==> config.mk <==
export PLATFORM = sky130hd
export DESIGN_NAME = arp_req_parser_multi
export DESIGN_NICKNAME = d
export VERILOG_FILES = /design/src/rtl/arp_pkg.sv /design/src/rtl/arp_req_fifo.sv /design/src/rtl/arp_req_parser_multi.sv
export SDC_FILE = /design/constraint.sdc
export NUM_CORES = 1
export LEC_CHECK = 0
export BUFFER_PORTS_ARGS = -buffer_cell sky130_fd_sc_hd__buf_2
export CAP_MARGIN = 20
export CORE_ASPECT_RATIO = 0.6
export CORE_MARGIN = 2
export CORE_UTILIZATION = 50
export DETAILED_ROUTE_END_ITERATION = 10
export GPL_ROUTABILITY_DRIVEN = 0
export PLACE_DENSITY = 0.74
export SLEW_MARGIN = 10
export SYNTH_ARGS = -nofsm -noshare
export SYNTH_HDL_FRONTEND = slang
export SYNTH_SLANG_ARGS = --single-unit
==> constraint.sdc <==
create_clock -name CLK_RX -period 3.9 [get_ports CLK_RX]
set_input_delay 0.585 -clock CLK_RX [delete_from_list [all_inputs] [get_ports CLK_RX]]
set_output_delay 0.585 -clock CLK_RX [all_outputs]
set_load 0.05 [all_outputs]
==> src/rtl/arp_pkg.sv <==
// Shared ARP/Ethernet field offsets, header constants, FSM state type and request payload.
package arp_pkg;

    localparam int unsigned BYTE_W = 8;
    localparam int unsigned MAC_W  = 48;
    localparam int unsigned IP_W   = 32;
    localparam int unsigned OFF_W  = 6;

    localparam int unsigned OFF_DA    = 0;
    localparam int unsigned OFF_ETYPE = 12;
    localparam int unsigned OFF_HTYPE = 14;
    localparam int unsigned OFF_PTYPE = 16;
    localparam int unsigned OFF_HLEN  = 18;
    localparam int unsigned OFF_PLEN  = 19;
    localparam int unsigned OFF_OPER  = 20;
    localparam int unsigned OFF_SHA   = 22;
    localparam int unsigned OFF_SPA   = 28;
    localparam int unsigned OFF_THA   = 32;
    localparam int unsigned OFF_TPA   = 38;
    localparam int unsigned OFF_LAST  = 41;

    localparam logic [15:0] ETH_TYPE_ARP = 16'h0806;
    localparam logic [15:0] HTYPE_ETH    = 16'h0001;
    localparam logic [15:0] PTYPE_IPV4   = 16'h0800;
    localparam logic [7:0]  HLEN_ETH     = 8'h06;
    localparam logic [7:0]  PLEN_IPV4    = 8'h04;
    localparam logic [15:0] OP_REQUEST   = 16'h0001;
    localparam logic [47:0] BCAST_MAC    = 48'hFFFF_FFFF_FFFF;

    typedef enum logic [1:0] {
        ST_IDLE,
        ST_HDR,
        ST_COMMIT,
        ST_TAIL
    } state_t;

    typedef struct packed {
        logic [MAC_W-1:0] sha;
        logic [IP_W-1:0]  spa;
    } arp_req_t;

    // Fixed header byte expected at an offset: {check_enable, value}.
    function automatic logic [8:0] hdr_expect(input logic [OFF_W-1:0] off);
        case (off)
            6'(OFF_ETYPE):     return {1'b1, ETH_TYPE_ARP[15:8]};
            6'(OFF_ETYPE + 1): return {1'b1, ETH_TYPE_ARP[7:0]};
            6'(OFF_HTYPE):     return {1'b1, HTYPE_ETH[15:8]};
            6'(OFF_HTYPE + 1): return {1'b1, HTYPE_ETH[7:0]};
            6'(OFF_PTYPE):     return {1'b1, PTYPE_IPV4[15:8]};
            6'(OFF_PTYPE + 1): return {1'b1, PTYPE_IPV4[7:0]};
            6'(OFF_HLEN):      return {1'b1, HLEN_ETH};
            6'(OFF_PLEN):      return {1'b1, PLEN_IPV4};
            6'(OFF_OPER):      return {1'b1, OP_REQUEST[15:8]};
            6'(OFF_OPER + 1):  return {1'b1, OP_REQUEST[7:0]};
            default:           return 9'd0;
        endcase
    endfunction

endpackage

==> src/rtl/arp_req_fifo.sv <==
// First-word fall-through sync FIFO for pending ARP requests; push into a full FIFO is
// allowed when a pop happens in the same cycle.
module arp_req_fifo #(
    parameter int unsigned WIDTH = 82,
    parameter int unsigned DEPTH = 4
) (
    input  logic             CLK_RX,
    input  logic             ARESET,
    input  logic             i_push,
    input  logic             i_pop,
    input  logic [WIDTH-1:0] i_din,
    output logic [WIDTH-1:0] o_dout_c,
    output logic             o_full_c,
    output logic             o_empty_c
);

    localparam int unsigned AW = (DEPTH > 1) ? $clog2(DEPTH) : 1;

    logic [WIDTH-1:0] r_mem [DEPTH];
    logic [AW-1:0]    r_wr;
    logic [AW-1:0]    r_rd;
    logic [AW:0]      r_cnt;
    logic             w_push;
    logic             w_pop;

    assign o_full_c  = (r_cnt == (AW+1)'(DEPTH));
    assign o_empty_c = (r_cnt == '0);
    assign w_pop     = i_pop && !o_empty_c;
    assign w_push    = i_push && (!o_full_c || w_pop);
    // Head is masked while empty so the outputs read zero after reset and after draining.
    assign o_dout_c  = o_empty_c ? '0 : r_mem[r_rd];

    always_ff @(posedge CLK_RX) begin
        if (w_push) begin
            r_mem[r_wr] <= i_din;
        end
    end

    always_ff @(posedge CLK_RX) begin
        if (ARESET) begin
            r_wr  <= '0;
            r_rd  <= '0;
            r_cnt <= '0;
        end else begin
            if (w_push) begin
                r_wr <= r_wr + AW'(1);
            end
            if (w_pop) begin
                r_rd <= r_rd + AW'(1);
            end
            case ({w_push, w_pop})
                2'b10:   r_cnt <= r_cnt + (AW+1)'(1);
                2'b01:   r_cnt <= r_cnt - (AW+1)'(1);
                default: r_cnt <= r_cnt;
            endcase
        end
    end

endmodule

==> src/rtl/arp_req_parser_multi.sv <==
// ARP request parser: validates header bytes, matches TPA against NUM_IP local addresses
// and queues accepted {SHA, SPA, index} for the reply generator.
module arp_req_parser_multi
    import arp_pkg::*;
#(
    parameter int unsigned NUM_IP      = 4,
    parameter int unsigned QUEUE_DEPTH = 4,
    parameter int unsigned CHECK_DA    = 1,
    parameter int unsigned CNT_W       = 16,
    localparam int unsigned IDX_W      = (NUM_IP > 1) ? $clog2(NUM_IP) : 1
) (
    input  logic                   CLK_RX,
    input  logic                   ARESET,
    input  logic [47:0]            MY_MAC,
    input  logic [32*NUM_IP-1:0]   MY_IPV4,
    input  logic [NUM_IP-1:0]      IP_EN,
    input  logic                   DATA_VALID_RX,
    input  logic [7:0]             DATA_RX,
    output logic                   REQ_VALID,
    input  logic                   REQ_READY,
    output logic [47:0]            REQ_SHA,
    output logic [31:0]            REQ_SPA,
    output logic [IDX_W-1:0]       REQ_IDX,
    output logic [CNT_W-1:0]       REQ_CNT,
    output logic [CNT_W-1:0]       DROP_CNT
);

    localparam int unsigned FIFO_W = MAC_W + IP_W + IDX_W;

    state_t             r_state;
    state_t             w_state_nxt;
    logic               r_valid_q;
    logic [OFF_W-1:0]   r_off;
    logic               r_ok;
    logic               r_da_bc;
    logic               r_da_my;
    logic [NUM_IP-1:0]  r_match;
    logic [MAC_W-1:0]   r_sha;
    logic [IP_W-1:0]    r_spa;
    logic [CNT_W-1:0]   r_req_cnt;
    logic [CNT_W-1:0]   r_drop_cnt;

    logic               w_start;
    logic               w_first;
    logic               w_take;
    logic [OFF_W-1:0]   w_off;
    logic [7:0]         w_mac_byte;
    logic [8:0]         w_exp;
    logic               w_bc;
    logic               w_my;
    logic               w_fail;
    logic               w_ok_nxt;
    logic [1:0]         w_tpa_k;
    logic [NUM_IP-1:0]  w_eq;
    logic [NUM_IP-1:0]  w_match_nxt;
    logic               w_accept;
    logic               w_push;
    logic               w_drop;
    logic               w_pop;
    logic               w_full;
    logic               w_empty;
    arp_req_t           w_req_in;
    logic [FIFO_W-1:0]  w_dout;

    function automatic logic [IDX_W-1:0] f_lowest(input logic [NUM_IP-1:0] v);
        logic [IDX_W-1:0] idx;
        idx = '0;
        for (int i = NUM_IP - 1; i >= 0; i--) begin
            if (v[i]) begin
                idx = IDX_W'(i);
            end
        end
        return idx;
    endfunction

    assign w_start = DATA_VALID_RX && !r_valid_q;
    assign w_first = (r_state == ST_IDLE);
    assign w_take  = (w_first && w_start) || ((r_state == ST_HDR) && DATA_VALID_RX);
    assign w_off   = w_first ? '0 : r_off;
    assign w_tpa_k = 2'(w_off - 6'(OFF_TPA));

    // Per-byte header checks; DA is tracked as two sticky candidates (broadcast / own MAC).
    always_comb begin
        w_mac_byte = '0;
        for (int k = 0; k < 6; k++) begin
            if (w_off == 6'(k)) begin
                w_mac_byte = MY_MAC[MAC_W-BYTE_W-BYTE_W*k +: BYTE_W];
            end
        end
        w_exp    = hdr_expect(w_off);
        w_bc     = (w_first || r_da_bc) && (DATA_RX == 8'hFF);
        w_my     = (w_first || r_da_my) && (DATA_RX == w_mac_byte);
        w_fail   = (w_exp[8] && (DATA_RX != w_exp[7:0]))
                || ((CHECK_DA != 0) && (w_off == 6'(OFF_DA + 5)) && !(w_bc || w_my));
        w_ok_nxt = (w_first || r_ok) && !w_fail;
    end

    always_comb begin
        w_eq = '0;
        for (int i = 0; i < NUM_IP; i++) begin
            w_eq[i] = (DATA_RX == MY_IPV4[IP_W*i + BYTE_W*(3 - int'(w_tpa_k)) +: BYTE_W]);
        end
        w_match_nxt = ((w_off == 6'(OFF_TPA)) ? IP_EN : r_match) & w_eq;
    end

    always_ff @(posedge CLK_RX) begin
        if (ARESET) begin
            r_state <= ST_IDLE;
        end else begin
            r_state <= w_state_nxt;
        end
    end

    always_comb begin
        w_state_nxt = r_state;
        w_accept    = 1'b0;
        w_push      = 1'b0;
        w_drop      = 1'b0;
        case (r_state)
            ST_IDLE: begin
                if (w_start) begin
                    w_state_nxt = ST_HDR;
                end
            end
            ST_HDR: begin
                if (!DATA_VALID_RX) begin
                    w_state_nxt = ST_IDLE;
                end else if (r_off == 6'(OFF_LAST)) begin
                    w_state_nxt = ST_COMMIT;
                end
            end
            ST_COMMIT: begin
                w_accept    = r_ok && (|r_match);
                w_push      = w_accept && (!w_full || w_pop);
                w_drop      = w_accept && !w_push;
                // Going straight to IDLE keeps a one-cycle gap after a 42-byte frame usable.
                w_state_nxt = DATA_VALID_RX ? ST_TAIL : ST_IDLE;
            end
            ST_TAIL: begin
                if (!DATA_VALID_RX) begin
                    w_state_nxt = ST_IDLE;
                end
            end
            default: w_state_nxt = ST_IDLE;
        endcase
    end

    always_ff @(posedge CLK_RX) begin
        if (ARESET) begin
            r_valid_q <= 1'b1;
            r_off     <= '0;
            r_ok      <= 1'b0;
            r_da_bc   <= 1'b0;
            r_da_my   <= 1'b0;
            r_match   <= '0;
            r_sha     <= '0;
            r_spa     <= '0;
        end else begin
            r_valid_q <= DATA_VALID_RX;
            if (w_take) begin
                r_off   <= w_off + 6'd1;
                r_ok    <= w_ok_nxt;
                r_da_bc <= w_bc;
                r_da_my <= w_my;
                if ((w_off >= 6'(OFF_SHA)) && (w_off < 6'(OFF_SPA))) begin
                    r_sha <= {r_sha[MAC_W-BYTE_W-1:0], DATA_RX};
                end
                if ((w_off >= 6'(OFF_SPA)) && (w_off < 6'(OFF_THA))) begin
                    r_spa <= {r_spa[IP_W-BYTE_W-1:0], DATA_RX};
                end
                if (w_off >= 6'(OFF_TPA)) begin
                    r_match <= w_match_nxt;
                end
            end
        end
    end

    // Saturating accept/drop counters.
    always_ff @(posedge CLK_RX) begin
        if (ARESET) begin
            r_req_cnt  <= '0;
            r_drop_cnt <= '0;
        end else begin
            if (w_push && (r_req_cnt != '1)) begin
                r_req_cnt <= r_req_cnt + CNT_W'(1);
            end
            if (w_drop && (r_drop_cnt != '1)) begin
                r_drop_cnt <= r_drop_cnt + CNT_W'(1);
            end
        end
    end

    assign w_req_in = '{sha: r_sha, spa: r_spa};
    assign w_pop    = !w_empty && REQ_READY;

    arp_req_fifo #(
        .WIDTH (FIFO_W),
        .DEPTH (QUEUE_DEPTH)
    ) u_fifo (
        .CLK_RX    (CLK_RX),
        .ARESET    (ARESET),
        .i_push    (w_push),
        .i_pop     (w_pop),
        .i_din     ({w_req_in, f_lowest(r_match)}),
        .o_dout_c  (w_dout),
        .o_full_c  (w_full),
        .o_empty_c (w_empty)
    );

    assign REQ_VALID                   = !w_empty;
    assign {REQ_SHA, REQ_SPA, REQ_IDX} = w_dout;
    assign REQ_CNT                     = r_req_cnt;
    assign DROP_CNT                    = r_drop_cnt;

endmodule

# Word level (Yosys, flattened, before mapping)
# Memories as Yosys holds them, arrays and structs flattened. A register that Yosys moved wholly into a read port is not among the register bits.
# Index checks and enable logic that the tools add are counted.
[word_totals] ramBits=328 latch_bits=0 memories=2 rom_bits=160 register_bits=135 word_cells=131 out_inout_bits=115
[op_classes] n_mux=27 shifts=4 reduce_logical=41 bitwise_logic=1 add_sub_neg=12 magnitude_cmp=5 multipliers=0 eq_ne=25 div_mod_pow=0
[memory_table] memory="u_fifo.r_mem" words=4 width=82 rd=1 rd_clocked_by_memory_dff=1 write_ports=1 line_no="arp_req_fifo.sv:19" text="logic [WIDTH-1:0] r_mem [DEPTH];"
[memory_table] memory="(no name shown)" words=32 width=5 rd=1 rd_clocked_by_memory_dff=0 write_ports=0 line_no="arp_pkg.sv:44" text="case (off)"
[ops] cell="$shiftx 128x33->8" count=4
[ops] cell="$mux 82" count=1
[ops] cell="$mux 8" count=6
[ops] cell="$eq 8x8->1" count=5
[ops] cell="$add 16x1->16 const B" count=2
[ops] cell="$add 6x32->32 const A" count=1
[ops] cell="$add 7x32->32 const A" count=1
[ops] cell="$ne 16x16->1 const B" count=2
[ops] cell="$mux 2" count=11
[ops] cell="$logic_and 1x1->1" count=18
[ops] cell="$eq 6x2->1 const B" count=2
[ops] cell="$eq 6x3->1 const B" count=2
[ops] cell="$eq 6x6->1 const B" count=2
[ops] cell="$ge 6x5->1 const B" count=2
[ops] cell="$add 8x6->9 const A" count=1
[ops] cell="$mux 9" count=1
[ops] cell="$eq 8x8->1 const B" count=1
[ops] cell="$logic_or 1x1->1" count=8
[ops] cell="$ne 8x8->1" count=1
[ops] cell="$pmux 2 s4" count=1
[ops] cell="$add 6x1->6 const B" count=1
[ops] cell="$eq 2x2->1 const B" count=3
[ops] cell="$eq 6x1->1 const B" count=1
[ops] cell="$ge 6x6->1 const B" count=1
[ops] cell="other kinds (24)" count=37

# Logic depth before layout (Yosys ltp)
# Gate-level depths: netlist of the first run.
[logic_depth] depth_word=17 mapped_depth=16 depth_no_buf=10

# Hierarchy
# Synthesis of the first run repeated with hierarchy kept, for this count alone.
[hier_totals] cells_unflattened=1565 area_unflattened_um2=20236.9
[modules_own_cells] mod="arp_req_fifo" area_each_um2=12876.1 instances=1 cells_per_inst=573 seq_area_each_um2=10029.6
[modules_own_cells] mod="arp_req_parser_multi" area_each_um2=7360.8 instances=1 cells_per_inst=992 seq_area_each_um2=2562.5

# Worst setup path after synthesis of the first run
# Ideal clock, no wire load.
[synth_timing] path_type="register -> register" startpoint="register r_state[0]" endpoint="memory u_fifo.r_mem[1][0] (enable)" slack_ps=356 required_time_ps=3451 arrival_time_ps=3095 n_path_buf=1 path_stages_with_launch=5 cell_sequence="dfxtp_1 buf_1 nand3b_1 nor3b_2 and2_1"
[synth_via] elab_chain_len=5
[synth_lines] item="start, declared" line_no="arp_req_parser_multi.sv:30" text="state_t r_state;"
[synth_lines] item="start signal, assigned" line_no="arp_req_parser_multi.sv:110" text="r_state <= w_state_nxt;"
[synth_lines] item="$eq 2x2->1"
[synth_lines] item="$mux 1" line_no="arp_req_parser_multi.sv:119" text="case (r_state)"
[synth_lines] item="$logic_and 1x1->1" line_no="arp_req_fifo.sv:29" text="assign w_push = i_push && (!o_full_c || w_pop);"
[synth_lines] item="$mux 1" line_no="arp_req_fifo.sv:34" text="if (w_push) begin"
[synth_lines] item="$mux 1 (not written as such)" line_no="arp_req_fifo.sv:35" text="r_mem[r_wr] <= i_din;"
[synth_lines] item="end, declared" line_no="arp_req_fifo.sv:19"
# Every way passes these cells.

# Worst setup path in the final report of the first run
[layout_timing] startpoint="register r_state[1]" endpoint="memory u_fifo.r_mem[2][72] (enable)"
# Same word-level chain as after synthesis.

==> run metrics, run 1 <==
status completed; Core Region 0.0392 mm²; Cell variety after synth 76; FFs w/ async S/R, synth 0; Synth Flop Type edfxtp_1; hold buffers post-CTS 0; # setup viols final 0; Adder-Cell Fraction of Synth Area 0.00726; CP required 4.11 ns; Comb power frac 0.033; IO Pins 307; vias in the first global route 13400; Sw Pwr 1.98 mW; initial drt markers 1166; antenna violations before repair 1; hold path startpoint DATA_VALID_RX; post-synthesis compound-gate area fraction 0.0712; DRC viols 0; sequential cell area fraction in the yosys report 0.629; commonest non-fill, non-tap cells in the layout edfxtp_1, buf_2, nand2_1, dfxtp_1, a21oi_1; DIE WIDTH 262 µm; grt ovf 0; CP Class reg -> reg; Max VDD drop 414 µV; worst r2r src r_state[1]$_SDFFE_PP0P_; Mapped Avg Cell Area 12.9 µm²; post-synth top area cell edfxtp_1; per-cell routed wire length 20.3 µm; CTS tree built; number of synthesized flops with an enable pin 328; Overall Global Routing Usage 0.229; largest cells by area after synthesis edfxtp_1, dfxtp_1, mux4_2; Syn. warnings 0; crit-path max FO 64; P&R area growth vs syn 17.0%; Root Driver clkbuf_16; Max Clock Freq 310 MHz; Slew @ Worst Pin 1.02 ns; most common cell after layout, fill and taps aside edfxtp_1; final critical-path share of the clock period 0.826; first-pass GRT wire length 75700 µm; placed cell areas 0.0221 mm²; Slew Limit Headroom 0.318; # fillers 3134; max-cap viol count 0; pin count of the biggest net entering global routing 83; CP Launch Point r_state[1]$_SDFFE_PP0P_; CP Launch Type register; pre-CTS WS 0.680 ns; Die ar. 0.0417 mm²; final WL 48400 µm; final setup margin 0.679 ns; hold_ws 0.355 ns; clock sink total 465; Pwr Density 410 mW/mm²; Via density 5.69; DP HPWL 31500 µm; Reg power frac 0.544; RSZ-0062 raised after global routing false; Synth Instances 1553; clk_lat worst skew 0.55 ns; worst clock skew 0.0150 ns; Mapped Nets 1756; synthesized area 0.0200 mm²; Hold Crit Depth 2; Reg2Reg Depth 4; Via Count 13600; min Tclk post-route 3.22 ns; Worst-path clk slew 0.06 ns; Nets 2034; Switching Share 0.206; hold violation count in the final report 0; Antenna diodes 0; IO buf count 306; DRT antenna net count 0; cts bufs inserted 43; worst min path class in -> reg; clock power share 0.423; WP data arrival 3.43 ns; number of synthesized register bits 465; Die H 159 µm; largest family of logic cells by synthesized area simple AND/OR/NAND/NOR gates; Yosys top cell area share 0.492; fin area 0.0234 mm²; Int Pwr 7.62 mW; xor/xnor cell area share of the yosys netlist 0.0302; post-synthesis mux area share 0.101; Initial Utilization 0.510; Setup Fix Bufs, Post-CTS 0; fraction of layout cells with a size suffix above 1 0.273; Leakage 9.13 nW; Worst setup EP type register; total negative slack 0 ns; Clock Tree Buf Depth 3; H-tree depth 2; post_cts resized 0; Post-Synth Simple-Gate Area 0.137; # rows 56; Slew Limit Fails 0; drt pass-1 iters 6
[worst paths after layout]
kind / slack, ns / endpoint
setup / recovery: 0.68 / u_fifo.r_mem[2][72]$_DFFE_PP_
hold / removal: 0.35 / r_valid_q$_SDFF_PP1_
setup reg to reg: 0.68 / u_fifo.r_mem[2][72]$_DFFE_PP_
hold reg to reg: 0.50 / r_sha[42]$_SDFFE_PP0P_
[layout make-up]
type,instances,area [µm²],area share
clock buffers,53,1150,0.0493
clock inverters,26,208,0.00887
inverters,21,78.8,0.00337
multi-input cells,970,6970,0.298
flip-flops and latches,465,12600,0.538
well taps,522,653,0.0279
repair buffers,330,1750,0.0748
[worst max-delay path, cell delays in order, from the launching register on]
cell      delay [ns]
dfxtp_1         0.58
nand3b_1        0.21
nor3b_2         0.65
and2_4          0.90
buf_4           0.45
[sequential cells by signal (all words and copies together), names as in the netlist, named ones only]
name	cells
r_ok	1
u_fifo.r_rd	2
REQ_CNT	16
r_off	6
r_sha	48
DROP_CNT	16
r_da_my	1
u_fifo.r_cnt	3
r_valid_q	1
r_spa	32
u_fifo.r_wr	2
r_match	4
r_da_bc	1
r_state	2
u_fifo.r_mem	328
[power by group through the flow]
stage,Combinational [mW],Clock (mW),Sequential [mW]
2_1_floorplan,0.161,0,5.33
3_3_place_gp,0.305,0,5.33
3_5_place_dp,0.308,0,5.33
4_1_cts,0.310,4.14,5.22
5_1_grt,0.342,4.34,5.22
6_report,0.318,4.06,5.22
[logic make-up after synthesis]
family                     Yosys count
and+or+nand+nor                    561
DFF                                465
AOI/OAI and AO/OA                  229
buffers and inverters              118
muxes                              100
xor gates and xnor gates            69
adders and majority gates           11
[synthesized netlist by cell type (3+ instances only)]
| master | count |
|---|---|
| nor4_1 | 5 |
| buf_2 | 9 |
| a31oi_1 | 31 |
| nand3b_1 | 7 |
| o211ai_1 | 6 |
| or4_1 | 5 |
| a22oi_1 | 5 |
| nor2_1 | 76 |
| nand2_1 | 254 |
| xnor2_1 | 31 |
| and3_1 | 5 |
| o32ai_1 | 4 |
| mux4_2 | 82 |
| inv_1 | 18 |
| ha_1 | 10 |
| and2_1 | 95 |
| clkbuf_1 | 69 |
| nor2b_1 | 25 |
| buf_1 | 17 |
| a21oi_1 | 102 |
| xor2_1 | 38 |
| nand2b_1 | 5 |
| a211oi_1 | 22 |
| mux2i_1 | 16 |
| nand4_1 | 23 |
| nor3b_1 | 5 |
| a222oi_1 | 3 |
| nor3_1 | 13 |
| edfxtp_1 | 328 |
| dfxtp_1 | 137 |
| or3_1 | 5 |
| nand3_1 | 18 |
| o22ai_1 | 11 |
| inv_2 | 3 |
| o21ai_1 | 3 |
| o21ai_0 | 14 |
[layer usage]
| metal | wire, µm | track usage | vias to the layer above |
|---|---|---|---|
| li1 | - | - | 6287 |
| met3 | 3780 | 0.0455 | 89 |
| met2 | 21800 | 0.344 | 520 |
| met1 | 21900 | 0.344 | 6679 |
| met5 | 0 | 0 | - |
| met4 | 949 | 0.0579 | 0 |
[metrics by stage]
stage	util	cells	total power [mW]
floorplan	-	1553	5.49
global placement	0.562	2308	5.63
detailed placement	0.562	2308	5.64
CTS	0.597	2387	9.67
global route	0.597	2387	9.91
finish	0.597	2387	9.60
Power figures use the tool's default switching activity.
==> inputs of run 2 (changes only) <==
- PLACE_DENSITY: 0.74 -> 0.76
- clock period: 3.9 -> 2.7 ns (I/O delays scaled with it)
==> run metrics, run 2 (synthesis gave the netlist of run 1 again) <==
# fillers 3031 (-3.3%); worst min path class in -> reg; placed cell areas 0.0226 mm² (+2.4%); Slew @ Worst Pin 1.07 ns (+0.0447 ns); hold violation count in the final report 0 (unchanged); Via Count 14100 (+3.6%); # setup viols final 0 (unchanged); clock sink total 465 (unchanged); DRT antenna net count 0 (unchanged); Slew Limit Fails 0 (unchanged); Core Region 0.0392 mm² (unchanged); Max VDD drop 520 µV (+26%); drt pass-1 iters 7 (+1); most common cell after layout, fill and taps aside edfxtp_1; Nets 2073 (+1.9%); most flop-heavy register u_fifo.r_mem; worst clock skew 0.0259 ns (+0.0110 ns); first-pass GRT wire length 79200 µm (+4.6%); # rows 56 (unchanged); max-cap viol count 0 (unchanged); CTS tree built; vias in the first global route 14100 (+4.9%); RSZ-0062 raised after global routing true; DP HPWL 34100 µm (+8.1%); Worst-path clk slew 0.06 ns (about the same); status completed; fraction of layout cells with a size suffix above 1 0.292 (+0.0182); WP data arrival 2.24 ns (-1.19 ns); IO buf count 306 (unchanged); CP Class reg -> out; crit-path max FO 8 (-88%); Via density 5.80 (+2.0%); Int Pwr 11.1 mW (+46%); Reg power frac 0.540 (-0.004); final critical-path share of the clock period 0.979; min Tclk post-route 2.64 ns; Die ar. 0.0417 mm² (unchanged); Leakage 9.41 nW (+3.1%); CP Launch Type register; Switching Share 0.205 (-0.00171); biggest regs u_fifo.r_mem (328), r_sha (48), r_spa (32); pin count of the biggest net entering global routing 71 (-14%); initial drt markers 1441 (+24%); commonest non-fill, non-tap cells in the layout edfxtp_1, buf_2, nand2_1, dfxtp_1, a21oi_1; hold_ws 0.140 ns (-0.215 ns); P&R area growth vs syn 20.3%; Max Clock Freq 378 MHz; register area 0.0126 mm² (about the same); H-tree depth 2 (unchanged); max reg flops 328 (unchanged); pre-CTS WS -0.00402 ns (-0.684 ns); grt ovf 0 (unchanged); Worst setup EP type output pin; DRC viols 0 (unchanged); hold buffers post-CTS 0 (unchanged); CP required 2.30 ns (-1.81 ns); area of the multi-input gates 0.00707 mm² (+1.4%); Initial Utilization 0.510 (unchanged); Pwr Density 580 mW/mm² (+42%); DIE WIDTH 262 µm (unchanged); Final Util 0.613 (+0.0165); clk_lat worst skew 0.55 ns (about the same); Root Driver clkbuf_16; Die H 159 µm (unchanged); Slew Limit Headroom 0.288 (-0.0298); total negative slack 0 ns (unchanged); final setup margin 0.0558 ns (-0.624 ns); per-cell routed wire length 21.1 µm (+4.0%); Overall Global Routing Usage 0.242 (+0.0126); final WL 51200 µm (+5.7%); Clock Tree Buf Depth 3 (unchanged); Comb power frac 0.035 (+0.002); IO Pins 307 (unchanged); clock power share 0.425 (+0.002); cts bufs inserted 42 (-2.3%); Sw Pwr 2.86 mW (+44%); antenna violations before repair 0 (-1); fin area 0.0241 mm² (+2.8%)
==> run 2: path summary, 6_finish.rpt <==
check                     startpoint              endpoint  slack, ns  cells past startpoint
max                         register           REQ_SHA[40]       0.06                      4
min                    DATA_VALID_RX  r_valid_q$_SDFF_PP1_       0.14                      2
max reg2reg  r_state[1]$_SDFFE_PP0P_     r_ok$_SDFFE_PP0P_       0.10                      9
min reg2reg     r_da_my$_SDFFE_PP0P_  r_da_my$_SDFFE_PP0P_       0.50                      2
==> run 2: worst max-delay path, stage by stage (launching register included) <==
cell and delay (ns):
dfxtp_4 0.50, buf_4 0.27, mux4_2 0.55, and2_1 0.18, buf_2 0.20
==> run 2: cell type report <==
type,instances,area share
Clock inverter,19,0.00822
Clock buffer,58,0.0487
Tap cell,522,0.0271
Multi-Input combinational cell,970,0.294
Sequential cell,465,0.524
Timing Repair Buffer,370,0.0950
Inverter,21,0.00328
Antenna cell,1,0.000104
==> run 2: metrics by stage <==
step / std cells / power, mW
after floorplan: 1553 / 7.94
after global placement: 2346 / 8.16
after detailed placement: 2346 / 8.17
after CTS: 2423 / 14.1
after global routing: 2425 / 14.4
final: 2426 / 14.0
==> run 2: what timing repair did <==
action,4_1_cts,5_1_grt
setup endpoints to repair,29,36
cloned,0,1
buffers inserted,0,1
resized for setup,10,7
hold endpoints to repair,0,0
==> run 2: power groups by stage <==
stage	logic, mW	clock network [mW]	registers [mW]
after floorplan	0.242	0	7.70
after CTS	0.474	6.05	7.54
after global placement	0.466	0	7.70
final	0.493	5.93	7.54
after global routing	0.526	6.33	7.54
after detailed placement	0.471	0	7.70
==> run 2: layer usage <==
metal  vias up  GRT usage  wire length (µm)
met1      7005      0.349             22500
met4         0     0.0568               975
li1       6369          -                 -
met2       609      0.374             23300
met3        86     0.0564              4420
met5         -          0                 0
